==> src/rtl/ysyx_22050710_axi4_rd_arbiter.sv <==
// Two-master AXI4 read-channel arbiter (m0 = IFU, m1 = LSU) onto one SRAM slave.
// Round-robin on ties, one burst in flight, registered grant (one cycle latency).
module ysyx_22050710_axi4_rd_arbiter #(
    parameter int DATA_WIDTH = 64,
    parameter int ADDR_WIDTH = 32
) (
    input  logic                  i_aclk,
    input  logic                  i_rst,
    // master 0 (IFU)
    input  logic [3:0]            i_m0_arid,
    input  logic [ADDR_WIDTH-1:0] i_m0_araddr,
    input  logic [7:0]            i_m0_arlen,
    input  logic [2:0]            i_m0_arsize,
    input  logic [1:0]            i_m0_arburst,
    input  logic                  i_m0_arvalid,
    output logic                  o_m0_arready,
    output logic [3:0]            o_m0_rid,
    output logic [DATA_WIDTH-1:0] o_m0_rdata,
    output logic [1:0]            o_m0_rresp,
    output logic                  o_m0_rlast,
    output logic                  o_m0_rvalid,
    input  logic                  i_m0_rready,
    // master 1 (LSU)
    input  logic [3:0]            i_m1_arid,
    input  logic [ADDR_WIDTH-1:0] i_m1_araddr,
    input  logic [7:0]            i_m1_arlen,
    input  logic [2:0]            i_m1_arsize,
    input  logic [1:0]            i_m1_arburst,
    input  logic                  i_m1_arvalid,
    output logic                  o_m1_arready,
    output logic [3:0]            o_m1_rid,
    output logic [DATA_WIDTH-1:0] o_m1_rdata,
    output logic [1:0]            o_m1_rresp,
    output logic                  o_m1_rlast,
    output logic                  o_m1_rvalid,
    input  logic                  i_m1_rready,
    // shared slave
    output logic [3:0]            o_s_arid,
    output logic [ADDR_WIDTH-1:0] o_s_araddr,
    output logic [7:0]            o_s_arlen,
    output logic [2:0]            o_s_arsize,
    output logic [1:0]            o_s_arburst,
    output logic                  o_s_arvalid,
    input  logic                  i_s_arready,
    input  logic [3:0]            i_s_rid,
    input  logic [DATA_WIDTH-1:0] i_s_rdata,
    input  logic [1:0]            i_s_rresp,
    input  logic                  i_s_rlast,
    input  logic                  i_s_rvalid,
    output logic                  o_s_rready,
    output logic                  o_owner
);

    typedef enum logic [1:0] {S_IDLE, S_ADDR, S_DATA} state_e;

    state_e     state_q, state_d;
    logic       owner_q, owner_d;
    logic       last_owner_q, last_owner_d;
    logic [7:0] len_q, len_d;
    logic [7:0] beat_q, beat_d;

    logic [3:0]            own_arid;
    logic [ADDR_WIDTH-1:0] own_araddr;
    logic [7:0]            own_arlen;
    logic [2:0]            own_arsize;
    logic [1:0]            own_arburst;
    logic                  own_arvalid;
    logic                  own_rready;
    logic                  ar_hs;
    logic                  r_hs;
    logic                  burst_end;

    assign own_arid    = owner_q ? i_m1_arid    : i_m0_arid;
    assign own_araddr  = owner_q ? i_m1_araddr  : i_m0_araddr;
    assign own_arlen   = owner_q ? i_m1_arlen   : i_m0_arlen;
    assign own_arsize  = owner_q ? i_m1_arsize  : i_m0_arsize;
    assign own_arburst = owner_q ? i_m1_arburst : i_m0_arburst;
    assign own_arvalid = owner_q ? i_m1_arvalid : i_m0_arvalid;
    assign own_rready  = owner_q ? i_m1_rready  : i_m0_rready;

    assign ar_hs     = (state_q == S_ADDR) && own_arvalid && i_s_arready;
    assign r_hs      = (state_q == S_DATA) && i_s_rvalid && own_rready;
    // A slave that never raises rlast is still cut off after arlen+1 beats.
    assign burst_end = i_s_rlast || (beat_q == len_q);

    assign o_owner = owner_q;

    always_comb begin
        // NOTE: every next-state and output gets a default first so no branch can infer a latch.
        state_d      = state_q;
        owner_d      = owner_q;
        last_owner_d = last_owner_q;
        len_d        = len_q;
        beat_d       = beat_q;
        o_m0_arready = 1'b0;
        o_m1_arready = 1'b0;
        o_m0_rid     = '0;
        o_m0_rdata   = '0;
        o_m0_rresp   = '0;
        o_m0_rlast   = 1'b0;
        o_m0_rvalid  = 1'b0;
        o_m1_rid     = '0;
        o_m1_rdata   = '0;
        o_m1_rresp   = '0;
        o_m1_rlast   = 1'b0;
        o_m1_rvalid  = 1'b0;
        o_s_arid     = '0;
        o_s_araddr   = '0;
        o_s_arlen    = '0;
        o_s_arsize   = '0;
        o_s_arburst  = '0;
        o_s_arvalid  = 1'b0;
        o_s_rready   = 1'b0;

        unique case (state_q)
            S_IDLE: begin
                if (i_m0_arvalid || i_m1_arvalid) begin
                    owner_d = (i_m0_arvalid && i_m1_arvalid) ? ~last_owner_q : i_m1_arvalid;
                    state_d = S_ADDR;
                end
            end
            S_ADDR: begin
                o_s_arid     = own_arid;
                o_s_araddr   = own_araddr;
                o_s_arlen    = own_arlen;
                o_s_arsize   = own_arsize;
                o_s_arburst  = own_arburst;
                o_s_arvalid  = own_arvalid;
                o_m0_arready = ~owner_q & i_s_arready;
                o_m1_arready = owner_q & i_s_arready;
                if (ar_hs) begin
                    len_d   = own_arlen;
                    beat_d  = '0;
                    state_d = S_DATA;
                end else if (!own_arvalid) begin
                    // Request withdrawn: fairness history stays untouched.
                    state_d = S_IDLE;
                end
            end
            S_DATA: begin
                o_s_rready = own_rready;
                if (owner_q) begin
                    o_m1_rid    = i_s_rid;
                    o_m1_rdata  = i_s_rdata;
                    o_m1_rresp  = i_s_rresp;
                    o_m1_rvalid = i_s_rvalid;
                    o_m1_rlast  = i_s_rvalid & burst_end;
                end else begin
                    o_m0_rid    = i_s_rid;
                    o_m0_rdata  = i_s_rdata;
                    o_m0_rresp  = i_s_rresp;
                    o_m0_rvalid = i_s_rvalid;
                    o_m0_rlast  = i_s_rvalid & burst_end;
                end
                if (r_hs) begin
                    beat_d = beat_q + 8'd1;
                    if (burst_end) begin
                        state_d      = S_IDLE;
                        last_owner_d = owner_q;
                    end
                end
            end
            default: state_d = S_IDLE;
        endcase
    end

    // NOTE: registers take their next value with non-blocking assignments only.
    always_ff @(posedge i_aclk) begin
        if (i_rst) begin
            state_q      <= S_IDLE;
            owner_q      <= 1'b0;
            last_owner_q <= 1'b1;
            len_q        <= '0;
            beat_q       <= '0;
        end else begin
            state_q      <= state_d;
            owner_q      <= owner_d;
            last_owner_q <= last_owner_d;
            len_q        <= len_d;
            beat_q       <= beat_d;
        end
    end

endmodule
==> config.mk <==
export PLATFORM = sky130hd
export DESIGN_NAME = ysyx_22050710_axi4_rd_arbiter
export DESIGN_NICKNAME = d
export VERILOG_FILES = /design/src/rtl/ysyx_22050710_axi4_rd_arbiter.sv
export SDC_FILE = /design/constraint.sdc
export NUM_CORES = 1
export LEC_CHECK = 0
export BUFFER_PORTS_ARGS = -buffer_cell sky130_fd_sc_hd__buf_2
export CAP_MARGIN = 20
export CORE_AREA = 2 2 146 148
export CTS_CLUSTER_DIAMETER = 50
export DETAILED_ROUTE_END_ITERATION = 7
export DIE_AREA = 0 0 148 150
export SLEW_MARGIN = 15
export SYNTH_ARGS = -nofsm -noshare
export SYNTH_HDL_FRONTEND = slang
export SYNTH_SLANG_ARGS = --single-unit
==> constraint.sdc <==
create_clock -name i_aclk -period 1.5 [get_ports i_aclk]
set_input_delay 0.375 -clock i_aclk [delete_from_list [all_inputs] [get_ports i_aclk]]
set_output_delay 0.375 -clock i_aclk [all_outputs]
set_load 0.01 [all_outputs]
# After elaboration in Yosys (flattened, before gate mapping)
# Cells that the tools add are included.
# word_totals
regBits	20
wordCells	79
input_bits	177
output_inout_bits	198
# classes
mux	46
n_eq_ne	8
bitwise	5
n_reduce_logical	14
n_addsub	1
# ops
operator	n
64-bit two-way mux	4
32-bit two-way mux	2
8-bit two-way mux	4
4-bit two-way mux	6
2-bit two-way mux	11
8-bit one-hot mux with 2 select lines	1
1-bit two-way mux	15
8-bit by 1-bit adder with 8-bit output (second input constant)	1
8-bit equality test	1
2-bit inequality test (second input constant)	4
3-bit two-way mux	2
2-bit one-hot mux with 3 select lines	1
3-bit AND reduction	2
1-bit logical AND	5
2-bit AND reduction	2
4-bit AND reduction	1
1-bit AND	3
3-bit inequality test (second input constant)	1
2-bit by 1-bit equality test with 1-bit output (second input constant)	1
2-bit equality test (second input constant)	1
2-bit zero test	1
1-bit logical OR	2
1-bit NOT	2
2-bit nonzero test	1

# Logic depth before layout (Yosys ltp)
# depth
word_depth	5
mapped_depth	6
mapped_depth_nobuf	4

# Least setup slack after synthesis
# OpenSTA, ideal clock, no wires.
# synth_path
kind	register to output
start	register owner_q, in the netlist o_owner
end	output o_m1_rdata[0]
t_arrival_ns	1.415
slack_ns	-0.290
path_buffers	3
stages_incl_launch_ff	7
required_ns	1.125
path_cell_list	dfxtp_1 -> buf_4 -> buf_2 -> inv_1 -> nor2_2 -> clkbuf_1 -> and2_1
# synth_via
elab_chain_cells	2
# synth_rtl
element	line	text
from (decl)	57	logic owner_q, owner_d;
from (signal assigned)	177	owner_q <= owner_d;
64-bit two-way mux	142	if (owner_q) begin
64-bit two-way mux	115	unique case (state_q)
to (decl)	32	output logic [DATA_WIDTH-1:0] o_m1_rdata,
# No other way between the ends.

# Final worst setup path
# layout_path
start	register len_q[4]
end	output o_m0_rlast
# layout_via
elab_chain_cells	5
# layout_rtl
element	line	text
from (decl)	59	logic [7:0] len_q, len_d;
from (signal assigned)	179	len_q <= len_d;
8-bit equality test	84	assign burst_end = i_s_rlast || (beat_q == len_q);
1-bit logical OR	84	
1-bit AND	153	o_m0_rlast = i_s_rvalid & burst_end;
1-bit two-way mux	142	
1-bit two-way mux	115	
to (decl)	20	output logic o_m0_rlast,
# No other way between the ends.

==> out/qor.txt <==
Req. time, crit path - 1120 ps
Layout cells sized above 1 - 0.865
Slew margin rel. - 0.663
Maximum root-to-sink buffer count - 2
Int Pwr - 2.17 mW
Largest family of logic cells by synthesized area - simple AND/OR/NAND/NOR gates
Clock power frac - 0.185
Clk root buf - clkbuf_16
Die Ht - 150 um
Row cnt - 53
# setup viols final - 215
All-Layer GR Usage - 0.157
FMAX - 496 MHz
WL/cell - 19.3 um
First-pass GRT wire length - 26400 um
Peak VDD IR - 0.438 mV
CP max stage cell - nor4_2
RSZ-0062 raised after global routing - true
Worst Setup Start Kind - flip-flop
Most frequent cells in the layout - buf_2, buf_6, and2_4, buf_4, nor2_4
CP max FO - 3
Fin nets - 1039
Asr flop ratio synth - 0
Post-synthesis mux area share - 0.199
Htree depth - 1
Status - complete, but fails checks
Design Area, Final - 8910 sq um
Max stage delay on crit path - 360 ps
CTS clk-pin slew, worst paths - 60 ps
Synth cell types - 38
Tightest Hold Check Type - input pin to flip-flop
Die width - 148 um
Final Hold Vio Count - 0
Syn nets - 567
Count of pins over their slew limit - 0
Core area - 20700 sq um
DRC viols - 0
Die area - 22200 sq um
Hold Crit Depth - 3
Routed vias/inst - 4.26
Post-synthesis xor/xnor area fraction - 0.0352
CTS tree - done
Yosys warning total - 0
Worst path depth - 5
Initial DRC count - 137
Most common cell after layout, fill and taps aside - buf_2
Reg2Reg Setup Slack - -350 ps
Post-DP HPWL - 13500 um
Switching share of power - 0.352
Cts bufs inserted - 3
Sequential area share after synthesis - 0.146
WL final - 21900 um
Crit path from - len_q[4]
Number of synthesized flops with an enable pin - 0
Hold_buf cts - 0
IO Pins - 375
WP data arrival - 1640 ps
Min cycle time layout - 2020 ps
Leak - 4.17 nW
Crit path capture type - output pin
CP Capture Point - o_m0_rlast
Crit path buf inv count - 1
Synth Area in Compound Gates - 0.0685
Top_reg_cell synth - dfxtp_1
Clk Latency, worst-skew pair - 260 ps
Post-layout util - 0.431
Via total after detailed routing - 4847
Grt ovf - 0
Pin count of the biggest net entering global routing - 19
Initial Util - 0.132
Routability Congestion - 0.788
MaxCap Viol Count - 0
Routed Antenna Nets - 0
Post-Synth Simple-Gate Area - 0.496
CTS Sinks - 20
Area after DPL - 5450 sq um
Vias in the first global route - 4387
Worst r2r src - state_q[1]
Cell family with most CP delay - simple AND/OR/NAND/NOR gates
Worst r2r path cells - 7
Combinational share of power - 0.644
Adder and majority gate portion of the synthesized area - 0.00457
#FFs+latches synth - 20
Area growth from synthesis to layout - 225%
Post-synthesis instance total - 389
PwrDens - 375 nW/um^2
Final worst-path cycle share - 1.34
Critical path class - flip-flop to output pin
Final Skew - 1.57 ps
Final Worst Setup Slack - -517 ps
Actual slew at the worst max-slew pin - 492 ps
RR Endpoint - beat_q[7]
Crit-path cells - xor2_1 > nor4_2 > a21o_1 > and2_4 > buf_6
Flop pwr share - 0.171
Net switching power - 1.18 mW
I/O Buffers - 374
Initial antenna violation count - 2
Failing checks - setup timing
Mapped Area - 2740 sq um
Mean area per synthesized cell - 7.04 sq um
Drt pass-1 iters - 4
## metal layers
metal	global-route usage	vias up	part of all wire
met1	0.182	2300	0.37
met5	0	-	0
li1	-	2246	-
met4	0.0257	0	0.017
met2	0.308	278	0.55
met3	0.0195	23	0.064
## repair_timing
item / 4_1_cts / 5_1_grt
setup endpoints to repair: 210 / 217
setup buffers: 34 / 21
pin swaps: 53 / 102
cloned: 23 / 8
resized for setup: 242 / 276
## kinds of logic after synthesis
family	count (synthesis)
fa+ha+maj	1
simple gates	246
xor+xnor	11
mux	53
buf+inv	33
flops	20
compound gates	25
## worst min-delay path: stages
cell and delay, ps:
buf_2 100, o22a_1 140, nor3_1 40
## sequential cells by signal, indices dropped and copies added, names as in the netlist
register,cells
last_owner_q,1
state_q,2
beat_q,8
len_q,8
o_owner,1
## how the worst min path moves through the flow
stage	to	startpoint
5_1_grt	state_q[0]	i_s_arready
4_1_cts	state_q[0]	i_s_arready
2_1_floorplan	beat_q[7]	beat_q[7]
3_5_place_dp	len_q[5]	len_q[5]
3_3_place_gp	len_q[4]	len_q[4]
6_report	state_q[0]	i_s_arready
## cell usage after synthesis, drive strengths merged, types with 4 or more instances
library cell	number	area, sq um
nand2	4	15.0
nor2	73	282
dfxtp	20	400
o31ai	4	30.0
nand3	5	25.0
buf	8	45.0
nor3	4	20.0
a211oi	9	67.6
clkbuf	24	90.1
xor2	9	78.8
and2	144	901
mux2i	51	514
a21oi	4	20.0
## per-stage QoR
step	hold slack (ps)	cells	TNS, ps	setup WS (ps)	total power [mW]
after floorplan	464	389	-4110	-62.5	1.08
after global placement	509	1058	-17710	-259	1.74
after detailed placement	512	1058	-20270	-270	1.74
after CTS	433	1118	-68120	-483	2.95
after global routing	447	1135	-85480	-578	3.49
final	436	1138	-73870	-517	3.34
## cell type report
type / count / area (sq um)
fill: 1889 / 11800
multi-input combinational: 336 / 3300
sequential: 20 / 412
inverter: 1 / 6.26
clock buffer: 4 / 88.8
tap: 275 / 344
antenna: 3 / 7.51
timing repair buffer: 499 / 4750
## power groups by stage
stage	logic (mW)	registers, mW	clock network [mW]
after global placement	1.16	0.580	0
final	2.15	0.571	0.620
after floorplan	0.501	0.577	0
after CTS	1.76	0.570	0.613
after global routing	2.27	0.575	0.650
after detailed placement	1.16	0.580	0
(Power assumes the default switching activity.)
